--- config.mk ---
export PLATFORM = sky130hd
export DESIGN_NAME = fetch_unit
export DESIGN_NICKNAME = d
export VERILOG_FILES = /design/src/rtl/mips_pkg.sv /design/src/rtl/fetch_unit_pc_gen.sv /design/src/rtl/fetch_unit.sv
export SDC_FILE = /design/constraint.sdc
export NUM_CORES = 1
export LEC_CHECK = 0
export CORE_UTILIZATION = 45
export DETAILED_ROUTE_END_ITERATION = 12
export GPL_TIMING_DRIVEN = 0
export PLACE_DENSITY = 0.75
export SYNTH_ARGS = -nofsm -noshare
export SYNTH_HDL_FRONTEND = slang
export SYNTH_SLANG_ARGS = --single-unit
--- constraint.sdc ---
create_clock -name clock -period 5.4 [get_ports clock]
set_input_delay 1.08 -clock clock [delete_from_list [all_inputs] [get_ports clock]]
set_output_delay 1.08 -clock clock [all_outputs]
set_load 0.02 [all_outputs]
--- src/rtl/mips_pkg.sv ---
// Shared MIPS definitions for the fetch/decode slice: reset vector, NOP,
// fetch FSM state type and the opcode/funct encodings decode also uses.
package mips_pkg;

  localparam logic [31:0] RESET_PC_DEF = 32'h8002_0000;
  localparam logic [31:0] NOP          = 32'h0000_0000;

  typedef enum logic [1:0] {
    ST_IDLE,
    ST_REQ,
    ST_WAIT,
    ST_HOLD
  } fetch_state_e;

  localparam logic [5:0] OP_SPECIAL = 6'h00;
  localparam logic [5:0] OP_J       = 6'h02;
  localparam logic [5:0] OP_JAL     = 6'h03;
  localparam logic [5:0] OP_BEQ     = 6'h04;
  localparam logic [5:0] OP_BNE     = 6'h05;
  localparam logic [5:0] OP_ADDIU   = 6'h09;
  localparam logic [5:0] OP_LUI     = 6'h0f;
  localparam logic [5:0] OP_LW      = 6'h23;
  localparam logic [5:0] OP_SW      = 6'h2b;

  localparam logic [5:0] FN_JR      = 6'h08;
  localparam logic [5:0] FN_JALR    = 6'h09;
  localparam logic [5:0] FN_ADDU    = 6'h21;

  function automatic logic [31:0] align_word(input logic [31:0] addr);
    return {addr[31:2], 2'b00};
  endfunction

endpackage

--- src/rtl/fetch_unit_pc_gen.sv ---
// Program counter for the fetch stage: sequential +4 advance, redirect
// override and word alignment of every loaded address.
module pc_gen
  import mips_pkg::*;
#(
  parameter logic [31:0] RESET_PC = RESET_PC_DEF
) (
  input  logic        clock,
  input  logic        reset_n,
  input  logic        advance,
  input  logic        redirect_valid,
  input  logic [31:0] redirect_pc,
  output logic [31:0] pc_reg
);

  logic [31:0] pc_d, pc_q;

  // Redirect wins over the sequential increment; the adder wraps mod 2^32.
  always_comb begin
    pc_d = pc_q;
    if (redirect_valid)  pc_d = align_word(redirect_pc);
    else if (advance)    pc_d = pc_q + 32'd4;
  end

  always_ff @(posedge clock or negedge reset_n) begin
    if (!reset_n) pc_q <= align_word(RESET_PC);
    else          pc_q <= pc_d;
  end

  assign pc_reg = pc_q;

endmodule

--- src/rtl/fetch_unit.sv ---
// Instruction fetch stage: req/ack word reads from instruction memory,
// presenting insn/pc to decode. Build macro FETCH_DELAY_SLOT_EN keeps the
// word in flight at a redirect (branch delay slot) instead of squashing it.
module fetch_unit
  import mips_pkg::*;
#(
  parameter logic [31:0] RESET_PC = RESET_PC_DEF,
  parameter int          TIMEOUT  = 16,
  parameter int          CNT_W    = 5
) (
  input  logic        clock,
  input  logic        reset_n,
  input  logic        run,
  input  logic        stall,
  input  logic        redirect_valid,
  input  logic [31:0] redirect_pc,
  output logic        mem_req,
  output logic [31:0] mem_addr,
  input  logic        mem_ack,
  input  logic [31:0] mem_rdata,
  output logic [31:0] insn,
  output logic [31:0] pc,
  output logic        enable_decode,
  output logic        fetch_err,
  output logic        busy
);

`ifdef FETCH_DELAY_SLOT_EN
  localparam bit SQUASH_EN = 1'b0;
`else
  localparam bit SQUASH_EN = 1'b1;
`endif

  localparam logic [CNT_W-1:0] CNT_LAST = CNT_W'(TIMEOUT - 1);

  fetch_state_e     state_d, state_q;
  logic [CNT_W-1:0] cnt_d, cnt_q;
  logic             err_d, err_q;
  logic             redir_d, redir_q;
  logic [31:0]      req_pc_d, req_pc_q;
  logic [31:0]      insn_d, insn_q;
  logic [31:0]      pc_d, pc_q;
  logic             en_d, en_q;
  logic             advance;
  logic [31:0]      pc_reg;

  logic         redir_seen, drop_ack, hold_drop, timed_out;
  fetch_state_e resume;

  // redir_q marks a request whose response comes back on the old path.
  assign redir_seen = redir_q || redirect_valid;
  assign drop_ack   = SQUASH_EN && redir_seen;
  assign hold_drop  = SQUASH_EN && redirect_valid;
  assign timed_out  = !mem_ack && (cnt_q == CNT_LAST);
  assign resume     = run ? ST_REQ : ST_IDLE;

  pc_gen #(.RESET_PC(RESET_PC)) u_pc_gen (
    .clock          (clock),
    .reset_n        (reset_n),
    .advance        (advance),
    .redirect_valid (redirect_valid),
    .redirect_pc    (redirect_pc),
    .pc_reg         (pc_reg)
  );

  // NOTE: every always_comb output gets a default first so no latch is inferred.
  always_comb begin
    state_d = state_q;
    unique case (state_q)
      ST_IDLE: if (run && !err_q) state_d = ST_REQ;
      ST_REQ:  state_d = ST_WAIT;
      ST_WAIT: begin
        if (mem_ack)        state_d = (drop_ack || !stall) ? resume : ST_HOLD;
        else if (timed_out) state_d = ST_IDLE;
      end
      ST_HOLD: if (hold_drop || !stall) state_d = resume;
      default: state_d = ST_IDLE;
    endcase
  end

  always_comb begin
    cnt_d    = cnt_q;
    err_d    = err_q;
    redir_d  = redir_q;
    req_pc_d = req_pc_q;
    insn_d   = insn_q;
    pc_d     = pc_q;
    en_d     = 1'b0;
    advance  = 1'b0;
    unique case (state_q)
      ST_REQ: begin
        cnt_d    = '0;
        redir_d  = redirect_valid;
        req_pc_d = pc_reg;
      end
      ST_WAIT: begin
        if (mem_ack) begin
          redir_d = 1'b0;
          if (!drop_ack) begin
            insn_d  = mem_rdata;
            pc_d    = req_pc_q;
            en_d    = 1'b1;
            advance = !redir_seen;
          end
        end else begin
          if (redirect_valid) redir_d = 1'b1;
          if (timed_out) err_d = 1'b1;
          else           cnt_d = cnt_q + CNT_W'(1);
        end
      end
      ST_HOLD: en_d = en_q && stall && !hold_drop;
      default: ;
    endcase
  end

  // NOTE: sequential state uses non-blocking assignments only.
  always_ff @(posedge clock or negedge reset_n) begin
    if (!reset_n) begin
      state_q  <= ST_IDLE;
      cnt_q    <= '0;
      err_q    <= 1'b0;
      redir_q  <= 1'b0;
      req_pc_q <= '0;
      insn_q   <= NOP;
      pc_q     <= '0;
      en_q     <= 1'b0;
    end else begin
      state_q  <= state_d;
      cnt_q    <= cnt_d;
      err_q    <= err_d;
      redir_q  <= redir_d;
      req_pc_q <= req_pc_d;
      insn_q   <= insn_d;
      pc_q     <= pc_d;
      en_q     <= en_d;
    end
  end

  always_comb begin
    mem_req  = (state_q == ST_REQ);
    busy     = (state_q != ST_IDLE);
    mem_addr = pc_reg;
  end

  assign insn          = insn_q;
  assign pc            = pc_q;
  assign enable_decode = en_q;
  assign fetch_err     = err_q;

endmodule
== Yosys cells after proc, flatten, opt, wreduce, memory -nomap -nowiden ==
Index checks and enable logic that the tools add are counted.

* Register bits after elaboration: 138
* Input port bits: 70
* Output and inout bits: 100
* Logic and storage cells: 65

* Add/sub/neg operators: 2
* Equality and inequality tests: 10
* Mux-type cells: 21
* Bitwise gates (word level): 2
* Reduce and logical (&&, ||, !) cells: 21

{| class="wikitable"
|+ Operators with widths
! operator !! count
|-
| 32-bit 2-to-1 mux || 2
|-
| 32-bit by 3-bit adder with 32-bit output, second input constant || 1
|-
| 3-bit AND reduction || 4
|-
| 2-bit 2-to-1 mux || 5
|-
| 5-bit 2-to-1 mux || 2
|-
| 5-bit one-hot mux with 2 select lines || 1
|-
| 1-bit 2-to-1 mux || 8
|-
| 2-bit != test, second input constant || 4
|-
| 2-bit one-hot mux with 4 select lines || 1
|-
| 3-bit != test, second input constant || 2
|-
| 2-bit nonzero test || 3
|-
| 5-bit by 1-bit adder with 5-bit output, second input constant || 1
|-
| 5-bit by 4-bit equality test with 1-bit output, second input constant || 1
|-
| 1-bit zero test || 5
|-
| 2-bit equality test, second input constant || 2
|-
| 1-bit logical AND || 4
|-
| 1-bit one-hot mux with 2 select lines || 2
|-
| 1-bit logical OR || 3
|-
| 2-bit by 1-bit equality test with 1-bit output, second input constant || 1
|-
| 2-bit zero test || 1
|-
| 1-bit inverter || 2
|-
| 2-bit AND reduction || 1
|}

== Longest topological paths before layout ==
* Word-level depth: 7
* Depth in mapped cells: 9
* Gate-level depth less buffers: 7

== Modules after synthesis ==
From an unflattened synthesis, not the netlist that was laid out.

* Cell total of the unflattened synthesis: 454
* Area, all modules: 5898.2 um^2

{| class="wikitable"
|+ By module, submodules not included
! module !! instances !! cells an instance !! area each (um^2) !! seq. area each (um^2)
|-
| fetch_unit || 1 || 262 || 4166.5 || 2652.5
|-
| pc_gen || 1 || 192 || 1731.7 || 753.2
|}

== Worst setup path before layout ==
Ideal clock, no wire load.

* Path kind: input-to-reg
* Start: input mem_ack
* End: register insn_q[10] (netlist: insn[10])
* Setup time: 0.125 ns
* Arrival time: 2.241 ns
* Required time: 5.275 ns
* Slack: 3.035 ns
* Cell stages on the path: 6
* Path buffers: 3
* Path through: and3b_1 buf_2 and2_1 buf_2 buf_2 mux2_2

* Word-level cells in the longest chain between the ends: 1

{| class="wikitable"
|+ RTL lines
! item !! line !! RTL
|-
| start: declaration || fetch_unit.sv:19 || <nowiki>input logic mem_ack,</nowiki>
|-
| 3-bit AND reduction (no line) || n/a ||
|-
| end signal: assignment || fetch_unit.sv:133 || <nowiki>insn_q <= insn_d;</nowiki>
|-
| end: declaration || fetch_unit.sv:41 || <nowiki>logic [31:0] insn_d, insn_q;</nowiki>
|}

Every way passes these cells.
A chain may end at the register's enable or synchronous reset.

== Worst setup path in the final report ==
* Start: register state_q[1]
* End: output mem_req

* Word-level cells in the longest chain between the ends: 1

{| class="wikitable"
|+ RTL lines
! item !! line !! RTL
|-
| start: declaration || fetch_unit.sv:36 || <nowiki>fetch_state_e state_d, state_q;</nowiki>
|-
| start signal: assignment || fetch_unit.sv:128 || <nowiki>state_q <= state_d;</nowiki>
|-
| 2-bit by 1-bit equality test with 1-bit output || fetch_unit.sv:140 || <nowiki>mem_req = (state_q == ST_REQ);</nowiki>
|-
| end: declaration || fetch_unit.sv:17 || <nowiki>output logic mem_req,</nowiki>
|}

Every way passes these cells.

==> impl_metrics.py <==
metrics = {
    "power": {
        "power.density_nw_per_um2": 517,
        "worst_ir_drop_vdd_mv": 0.285,
        "total_leakage_power_nw": 3.44,
    },
    "layout": {
        "design_area_um2": 8200,
        "layout.nets": 724,
        "largest_reg_flops": 32,
        "area.growth.synth_to_final_pct": 41.4,
        "finish.utilization": 0.650,
        "drive_gt1_frac": 0.222,
        "final_cells": 831,
        "diodes": 0,
    },
    "logic_synthesis": {
        "synth_edf_count": 0,
        "syn_inst": 462,
        "syn_area_um2": 5800,
        "synth_mux_area_frac": 0.182,
        "synthFlopType": "dfrtp_1",
        "ys_types": 50,
        "ys_seq_area_frac": 0.570,
        "syn_avg_cell_area_um2": 12.6,
        "synthSimpleGateAreaFrac": 0.109,
        "netlist.top_cell.by_area": "dfrtp_1",
        "synth-seq-cells": 132,
        "synth_xor_area_frac": 0.0121,
        "synthTopCellsByArea": "dfrtp_1 (56%), mux2_2 (18%), or4_1 (2.1%), a31oi_1 (1.7%), nand2_1 (1.7%)",
        "synth_compound_area_frac": 0.0757,
        "synth-async-reset-ratio": 1.00,
        "synth_top_area_share": 0.561,
        "synthAdderAreaFrac": 0.0151,
        "ys_warn_count": 0,
        "synth_top_family_by_area": "multiplexers",
    },
    "drt": {
        "vias_per_cell": 5.34,
        "dr.pass1.iters": 5,
        "initialDrtViolationCount": 207,
        "ant_nets": 0,
        "drcViolationCount": 0,
        "routed_wl_um": 14300,
        "wire_per_inst_um": 17.3,
        "vias": 4439,
    },
    "setup_path": {
        "startpoint_type": "flop",
        "rr_startpoint": "state_q[0]$_DFFE_PN0P_",
        "rrSetupSlack_ns": 3.11,
        "cp-startpoint": "state_q[1]$_DFFE_PN0P_",
        "cp.required_ns": 4.32,
        "rr_endpoint": "insn[2]$_DFFE_PN0P_",
        "critPathArrivalTime_ns": 1.89,
        "ff2ff_path_depth": 8,
        "crit_path_end_kind": "output pin",
        "worstSetupPathType": "reg2out",
        "endpoint": "mem_req",
        "crit_fanout": 6,
    },
    "floorplan": {
        "start_util": 0.460,
        "die_w_um": 116,
        "ioPinCount": 170,
        "core_area_um2": 12600,
        "dieArea_um2": 13400,
        "die_y_um": 116,
        "rows": 41,
    },
    "run_status": {
        "status": "completed",
    },
    "worst_hold_path": {
        "hold_class": "reg2reg",
    },
    "grt": {
        "grt_overflow_total": 0,
        "grt_max_degree": 69,
        "antenna_found_initial": 0,
        "gr-max-usage-layer": "met2",
        "grt_pass1_wl_um": 23100,
        "grtUsageMet2": 0.374,
        "grt_usage": 0.231,
        "grtUsageMet3": 0.0680,
        "grt_util_met1": 0.288,
        "grt_pass1_vias": 4571,
    },
    "clock_tree": {
        "clockBufferDepth": 2,
        "cts_sinks": 132,
        "clk_pin_slew_ns": 0.05,
        "htreeDepth": 4,
        "numCtsBuffers": 17,
        "cts.repair.resized": 0,
        "cts_tree": "yes",
        "cts_root_buf": "clkbuf_16",
        "clk-insertion-delay-late_ns": 0.42,
        "postCtsHoldBufs": 0,
        "cts_setup_buffers": 0,
    },
    "timing": {
        "report.final.setup_viol": 0,
        "fin_crit_ns": 2.97,
        "tightest_slew_ns": 0.664,
        "slew_headroom": 0.557,
        "finalCritPeriodShare": 0.549,
        "layout_setup_ws_ns": 2.43,
        "skew_ns": 0.00940,
        "maxSlewViolCount": 0,
        "fmax_mhz": 337,
        "rsz0062_at_grt": "false",
        "hold_viol_final": 0,
        "timing.setup.tns_ns": 0,
    },
    "place": {
        "place_area_um2": 7680,
        "pre_cts_ws_ns": 2.05,
        "dp_hpwl_um": 10300,
        "dp_cells": 800,
        "portBuffers": 162,
        "place.gp.congestion": 0.841,
    },
    "flow_run": {
        "drv_cap": 0,
    },
}
## per-stage QoR
step                      hold WS (ns)  power, mW
after floorplan                  0.475       2.49
after global placement           0.485       3.19
after detailed placement         0.490       3.25
after CTS                        0.499       4.29
after global routing             0.508       4.48
final                            0.499       4.24
## report_power, final
part	total (mW)	switching [mW]	internal (mW)	leakage, nW
Clock	1.02	0.394	0.628	0.264
Sequential	1.59	0.215	1.37	1.59
Combinational	1.63	0.754	0.881	1.59
## placed cells by master, fill, tap and decap left out, types with 5 or more instances in the layout
master	synthesis	final
clkdlybuf4s50_1	0	161
dfrtp_1	130	130
mux2_2	92	92
nand2_1	26	26
nor2_1	18	18
clkbuf_16	0	17
a31oi_1	16	16
or4_1	16	16
nand3_1	15	15
o21ai_0	15	15
clkbuf_1	8	13
buf_2	12	12
inv_1	11	11
nand4_1	11	11
o31ai_1	11	11
ha_1	7	7
buf_4	6	6
xor2_1	6	6
and3_1	5	5
o211ai_1	5	5
clkinv_2	0	5
## layer usage
metal	wire (um)	up-vias
li1	-	2058
met1	6080	2214
met2	7090	154
met3	978	13
met4	190	0
met5	0	-
## how the worst min path moves through the flow
stage / start / endpoint / cells past startpoint
2_1_floorplan: req_pc_q[10]$_DFFE_PN0P_ / req_pc_q[10]$_DFFE_PN0P_ / 1
3_3_place_gp: req_pc_q[24]$_DFFE_PN0P_ / req_pc_q[24]$_DFFE_PN0P_ / 1
3_5_place_dp: req_pc_q[8]$_DFFE_PN0P_ / pc[8]$_DFFE_PN0P_ / 1
4_1_cts: req_pc_q[28]$_DFFE_PN0P_ / pc[28]$_DFFE_PN0P_ / 1
5_1_grt: req_pc_q[19]$_DFFE_PN0P_ / req_pc_q[19]$_DFFE_PN0P_ / 1
6_report: req_pc_q[28]$_DFFE_PN0P_ / pc[28]$_DFFE_PN0P_ / 1
## synth_stat cells, drive strengths merged, types with 3 or more instances
library cell / count
dfrtp: 130
mux2: 92
nand2: 26
buf: 22
nor2: 18
a31oi: 16
or4: 16
nand3: 15
o21ai: 15
nand4: 13
inv: 11
o31ai: 11
clkbuf: 9
ha: 7
xor2: 6
and3: 5
o211ai: 5
and2: 4
and4: 4
a21oi: 3
## cells by family (layout without fill, tap and decap cells)
group,Yosys count,after routing
DFF,132,132
and+or+nand+nor,112,112
muxes,94,94
AOI/OAI and AO/OA,65,65
buffers and inverters,43,237
xor gates and xnor gates,8,8
adders and majority gates,7,7
other,1,4
## worst max-delay path: stages, from the launching register on
cell             delay (ns)
dfrtp_1                0.43
inv_1                  0.10
ha_1                   0.29
clkdlybuf4s50_1        0.66
## final cells by class
type                    instances  area, um^2
well taps                     172         215
plain buffers                  31         163
repair buffers                163        1650
clock buffers                  26         499
multi-input cells             290        2300
flip-flops and latches        132        3310
inverters                      12        45.0
clock inverters                 5        25.0
fillers                      1021        4420
Power figures use the tool's default switching activity.
==> edit 1, RTL diff (config.mk and constraints unchanged) <==
Add a define of `FETCH_DELAY_SLOT_EN`.
--- a/src/rtl/fetch_unit.sv
+++ b/src/rtl/fetch_unit.sv
@@ -1,6 +1,8 @@
 // Instruction fetch stage: req/ack word reads from instruction memory,
 // presenting insn/pc to decode. Build macro FETCH_DELAY_SLOT_EN keeps the
 // word in flight at a redirect (branch delay slot) instead of squashing it.
+`define FETCH_DELAY_SLOT_EN
+
 module fetch_unit
   import mips_pkg::*;
 #(
Check against the original RTL: not equivalent (Yosys sat finds a counterexample within 4 cycles, from zero or initial values and one cycle with reset_n low).
==> edit 1 against the unedited design <==
The flow now finishes with violations (DRC); routed wire length decreased by 2.9%; sequential cell count unchanged; final area about the same; total power increased by 3.6%; setup slack improved by 0.090 ns; clock skew decreased by 0.00098 ns; synthesized area about the same; global-route usage decreased by 0.93 points; largest power group unchanged; highest routed layer unchanged.
==> edit 1: results (changes against the unedited design) <==
[drt]
vias = 4387  ; -1.2%
route.detailed.drc = 2  ; +2
met1Wirelength_um = 5786  ; -4.8%
wl_met3_um = 953  ; -2.6%
dr.pass1.iters = 8  ; +3
vias_per_cell = 5.273  ; -1.3%
met2WireLength_um = 6849  ; -3.4%
wl_um = 13910  ; -2.9%
drtIter0Drc = 260  ; +26%

[synthesis]
async_flop_share_pct = 100.0  ; unchanged
yosys_warnings = 0  ; unchanged
synthTopCellsByArea = dfrtp_1 56%, mux2_2 18%, o21ai_0 2.4%
yosys_most_used_dff = dfrtp_1
ys_seq_area_share_pct = 57.01  ; about the same
yosysUniqueCellTypes = 47  ; -6.0%
synth_area_per_cell_um2 = 12.52  ; -0.28%
synth_common_cells = 130 x dfrtp_1, 92 x mux2_2, 28 x o21ai_0

[pwr]
leakage_uw = 0.003384  ; -1.7%
p_sw_uw = 1437  ; +5.4%
irDropWorstVdd_mv = 0.2895  ; +1.4%

[global_route]
grt_util_all_layers_pct = 22.14  ; -0.93 points
grt_pass1_vias = 4442  ; -2.8%
grt_pass1_wl_um = 22340  ; -3.4%
grt_max_degree = 75  ; +8.7%

[clocking]
cts_setup_buffers = 0  ; unchanged
cts_root_buf = clkbuf_16
cts_inserted_buffers = 17  ; unchanged
cts_max_level = 4  ; unchanged
clock_insertion_delay_worst_skew_ns = 0.42  ; about the same

[finish]
drive_gt1_share_pct = 20.76  ; -1.4 points
nFillCells = 954  ; -6.6%
postLayoutCoreUtil_pct = 65.24  ; +0.24 points
nNetsFinal = 726  ; +0.28%

[critical_path]
crit_start = state_q[0]$_DFFE_PN0P_
r2r_end = insn[31]$_DFFE_PN0P_
max_stage_delay_ns = 0.59  ; -0.07 ns
r2r_slack_ns = 3.12  ; about the same
cp_max_fo = 4  ; -2
arrival_ns = 1.80  ; -0.09 ns
r2r_cells = 6  ; -2

[placed_design]
portBuffers = 162  ; unchanged
dp_hpwl_um = 10070  ; -2.6%
dp.cells = 801  ; +0.13%
postPlaceCellArea_um2 = 7675  ; about the same
place.gp.congestion = 0.8073  ; -4.0%
place_ws_ns = 2.221  ; +0.1728 ns

[min_path]
holdPathEnd = req_pc_q[28]$_DFFE_PN0P_
min_from = req_pc_q[28]$_DFFE_PN0P_

[outcome]
violations = DRC
status = finished with violations

[timing]
fin_ws_ns = 2.523  ; +0.09014 ns
worstMarginPinSlew_ns = 0.6790  ; +0.01499 ns
finClkSkew_ns = 0.008416  ; -0.0009841 ns
holdWs_ns = 0.4967  ; -0.002274 ns

[edit 1: critical path: cells and delay by family (launching register included)]
| family | cells | cell delay [ns] |
|---|---|---|
| buf+inv | 3 | 0.75 |
| flops | 1 | 0.41 |
| fa+ha+maj | 1 | 0.22 |
[edit 1: layout make-up]
| class | count | area share [%] |
|---|---|---|
| inverter | 13 | 0.5951 |
| clock buffer | 26 | 6.089 |
| multi-input combinational | 294 | 28.05 |
| buffer | 27 | 1.892 |
| sequential | 132 | 40.32 |
| timing repair buffer | 163 | 20.13 |
| clock inverter | 5 | 0.3052 |
| tap | 172 | 2.625 |
[edit 1: through the flow]
stage               total power (uW)  TNS (ns)
detailed placement              3404         0
floorplan                       2595         0
CTS                             4435         0
global placement                3326   -227.03
finish                          4394         0
global route                    4648         0
[edit 1: worst max path at each step]
stage / endpoint / cells after the start
3_3_place_gp: state_q[0]$_DFFE_PN0P_ / 1
3_5_place_dp: pc[16]$_DFFE_PN0P_ / 5
5_1_grt: busy / 4
6_report: busy / 4
4_1_cts: busy / 4
2_1_floorplan: insn[0]$_DFFE_PN0P_ / 4
[edit 1: logic make-up (layout without fill, tap and decap cells)]
group	Yosys count	after routing	synth area share (%)
multiplexers	93	93	18.04
flip-flops	132	132	57.01
AND/OR/NAND/NOR	110	110	10.85
AO/OA/AOI/OAI	68	68	7.121
other	1	4	0.06468
XOR/XNOR	11	11	1.662
adder cells (fa/ha/maj)	8	8	1.726
buffers and inverters	40	234	3.517
[edit 1: metal layers]
metal  GRT usage, %  vias to the layer above
met5              0                        -
met4          10.30                        0
met3          6.485                       29
met2          36.61                      149
met1          26.72                     2157
li1               -                     2052
[edit 1: power groups by stage]
stage / Sequential (uW) / Combinational [uW] / Clock [uW]
floorplan: 1910 / 686 / 0
finish: 1610 / 1770 / 1020
CTS: 1620 / 1780 / 1030
global route: 1660 / 1900 / 1080
global placement: 1600 / 1720 / 0
detailed placement: 1630 / 1770 / 0
==> edit 2, RTL diff (config.mk and constraints unchanged) <==
Made on the original files. Register the output `fetch_err` once more, cleared by the reset; this adds one clock of latency there. The other outputs are not delayed to match.
--- a/src/rtl/fetch_unit.sv
+++ b/src/rtl/fetch_unit.sv
@@ -145,6 +145,12 @@
   assign insn          = insn_q;
   assign pc            = pc_q;
   assign enable_decode = en_q;
-  assign fetch_err     = err_q;
+  always_ff @(posedge clock or negedge reset_n) begin
+    if (!reset_n) begin
+      fetch_err <= '0;
+    end else begin
+      fetch_err <= err_q;
+    end
+  end
 
 endmodule
Behaviour: same outputs for any inputs over 4 cycles, from zero or initial values and one cycle with reset_n low; that may be too few to reach the edited logic, so the function may still have changed.
==> edit 2 against the unedited design <==
Synthesized area is 0.22% higher; critical path depth increased by 2; critical path type is now in -> reg; global-route usage fell by 0.12 points; sequential share of layout area grew 0.22 points; setup slack got worse by 0.42 ns; final area is 0.20% higher; count of clock-buffer cells in the layout down 1; sequential cell count up 1; routed wire length up 1.7%; total power increased by 1.2%; synthesized cell count up 0.43%; die area grew 0.22%; clock skew fell by 0.00056 ns.
==> edit 2: results (changes against the unedited design) <==
[critical_path]
path_class = in -> reg
crit_start = mem_ack
r2r_cells = 6  ; -2
cp_max_fo = 10  ; +4
r2r_end = pc[26]$_DFFE_PN0P_
r2r_slack_ns = 2.64  ; -0.47 ns
critPathSlowestCell = nor3_1

[global_route]
grt_pass1_wl_um = 23140  ; about the same
grt_pass1_vias = 4528  ; -0.94%

[finish]
nFillCells = 1004  ; -1.7%
seqCellArea_um2 = 3331  ; +0.76%
num-multi-input-gates = 294  ; +1.4%
nFlopsAndLatches = 133  ; +0.76%
drive_gt1_share_pct = 21.70  ; -0.46 points
postLayoutCoreUtil_pct = 65.13  ; +0.13 points
multi_input_comb_area_um2 = 2291  ; -0.38%
nonClkBufAreaFrac_pct = 22.01  ; -0.089 points

[drt]
drtIter0Drc = 259  ; +25%
dr.pass1.iters = 4  ; -1

[outcome]
status = completed

[timing]
fin_crit_ns = 3.391  ; +0.4239 ns
maxSlewHeadroom_pct = 19.82  ; -36 points

[synthesis]
synth_cells = 464  ; +0.43%
synthTopCellsByArea = dfrtp_1 56%, mux2_2 18%, a31oi_1 2.3%

[placed_design]
place.gp.congestion = 0.8283  ; -1.5%

[pwr]
internal_power_uw = 2900  ; +0.74%
finalPower_uw = 4292  ; +1.2%
leakage_uw = 0.003382  ; -1.8%

[min_path]
holdPathEnd = fetch_err$_DFF_PN0_

[edit 2: cell families (layout without fill, tap and decap cells)]
| group | count (synthesis) | count (layout) | synth area share [%] |
|---|---|---|---|
| other | 1 | 4 | 0.06450 |
| XOR/XNOR | 8 | 8 | 1.205 |
| AO/OA/AOI/OAI | 68 | 68 | 7.424 |
| flip-flops | 133 | 133 | 57.28 |
| multiplexers | 93 | 93 | 17.99 |
| adder cells (fa/ha/maj) | 7 | 7 | 1.506 |
| AND/OR/NAND/NOR | 114 | 114 | 11.02 |
| buffers and inverters | 40 | 232 | 3.508 |
[edit 2: routing by layer]
layer | up-vias | share of wire (%)
met4 | 0 | 0.92
met2 | 111 | 51
met1 | 2261 | 44
li1 | 2063 | -
met3 | 10 | 4.7
met5 | - | 0
[edit 2: per-stage QoR]
step           hold WS (ns)  TNS, ns
2_1_floorplan        0.3605        0
3_3_place_gp         0.4007  -249.20
3_5_place_dp         0.4023        0
4_1_cts              0.4131        0
5_1_grt              0.4303        0
6_report             0.4095        0
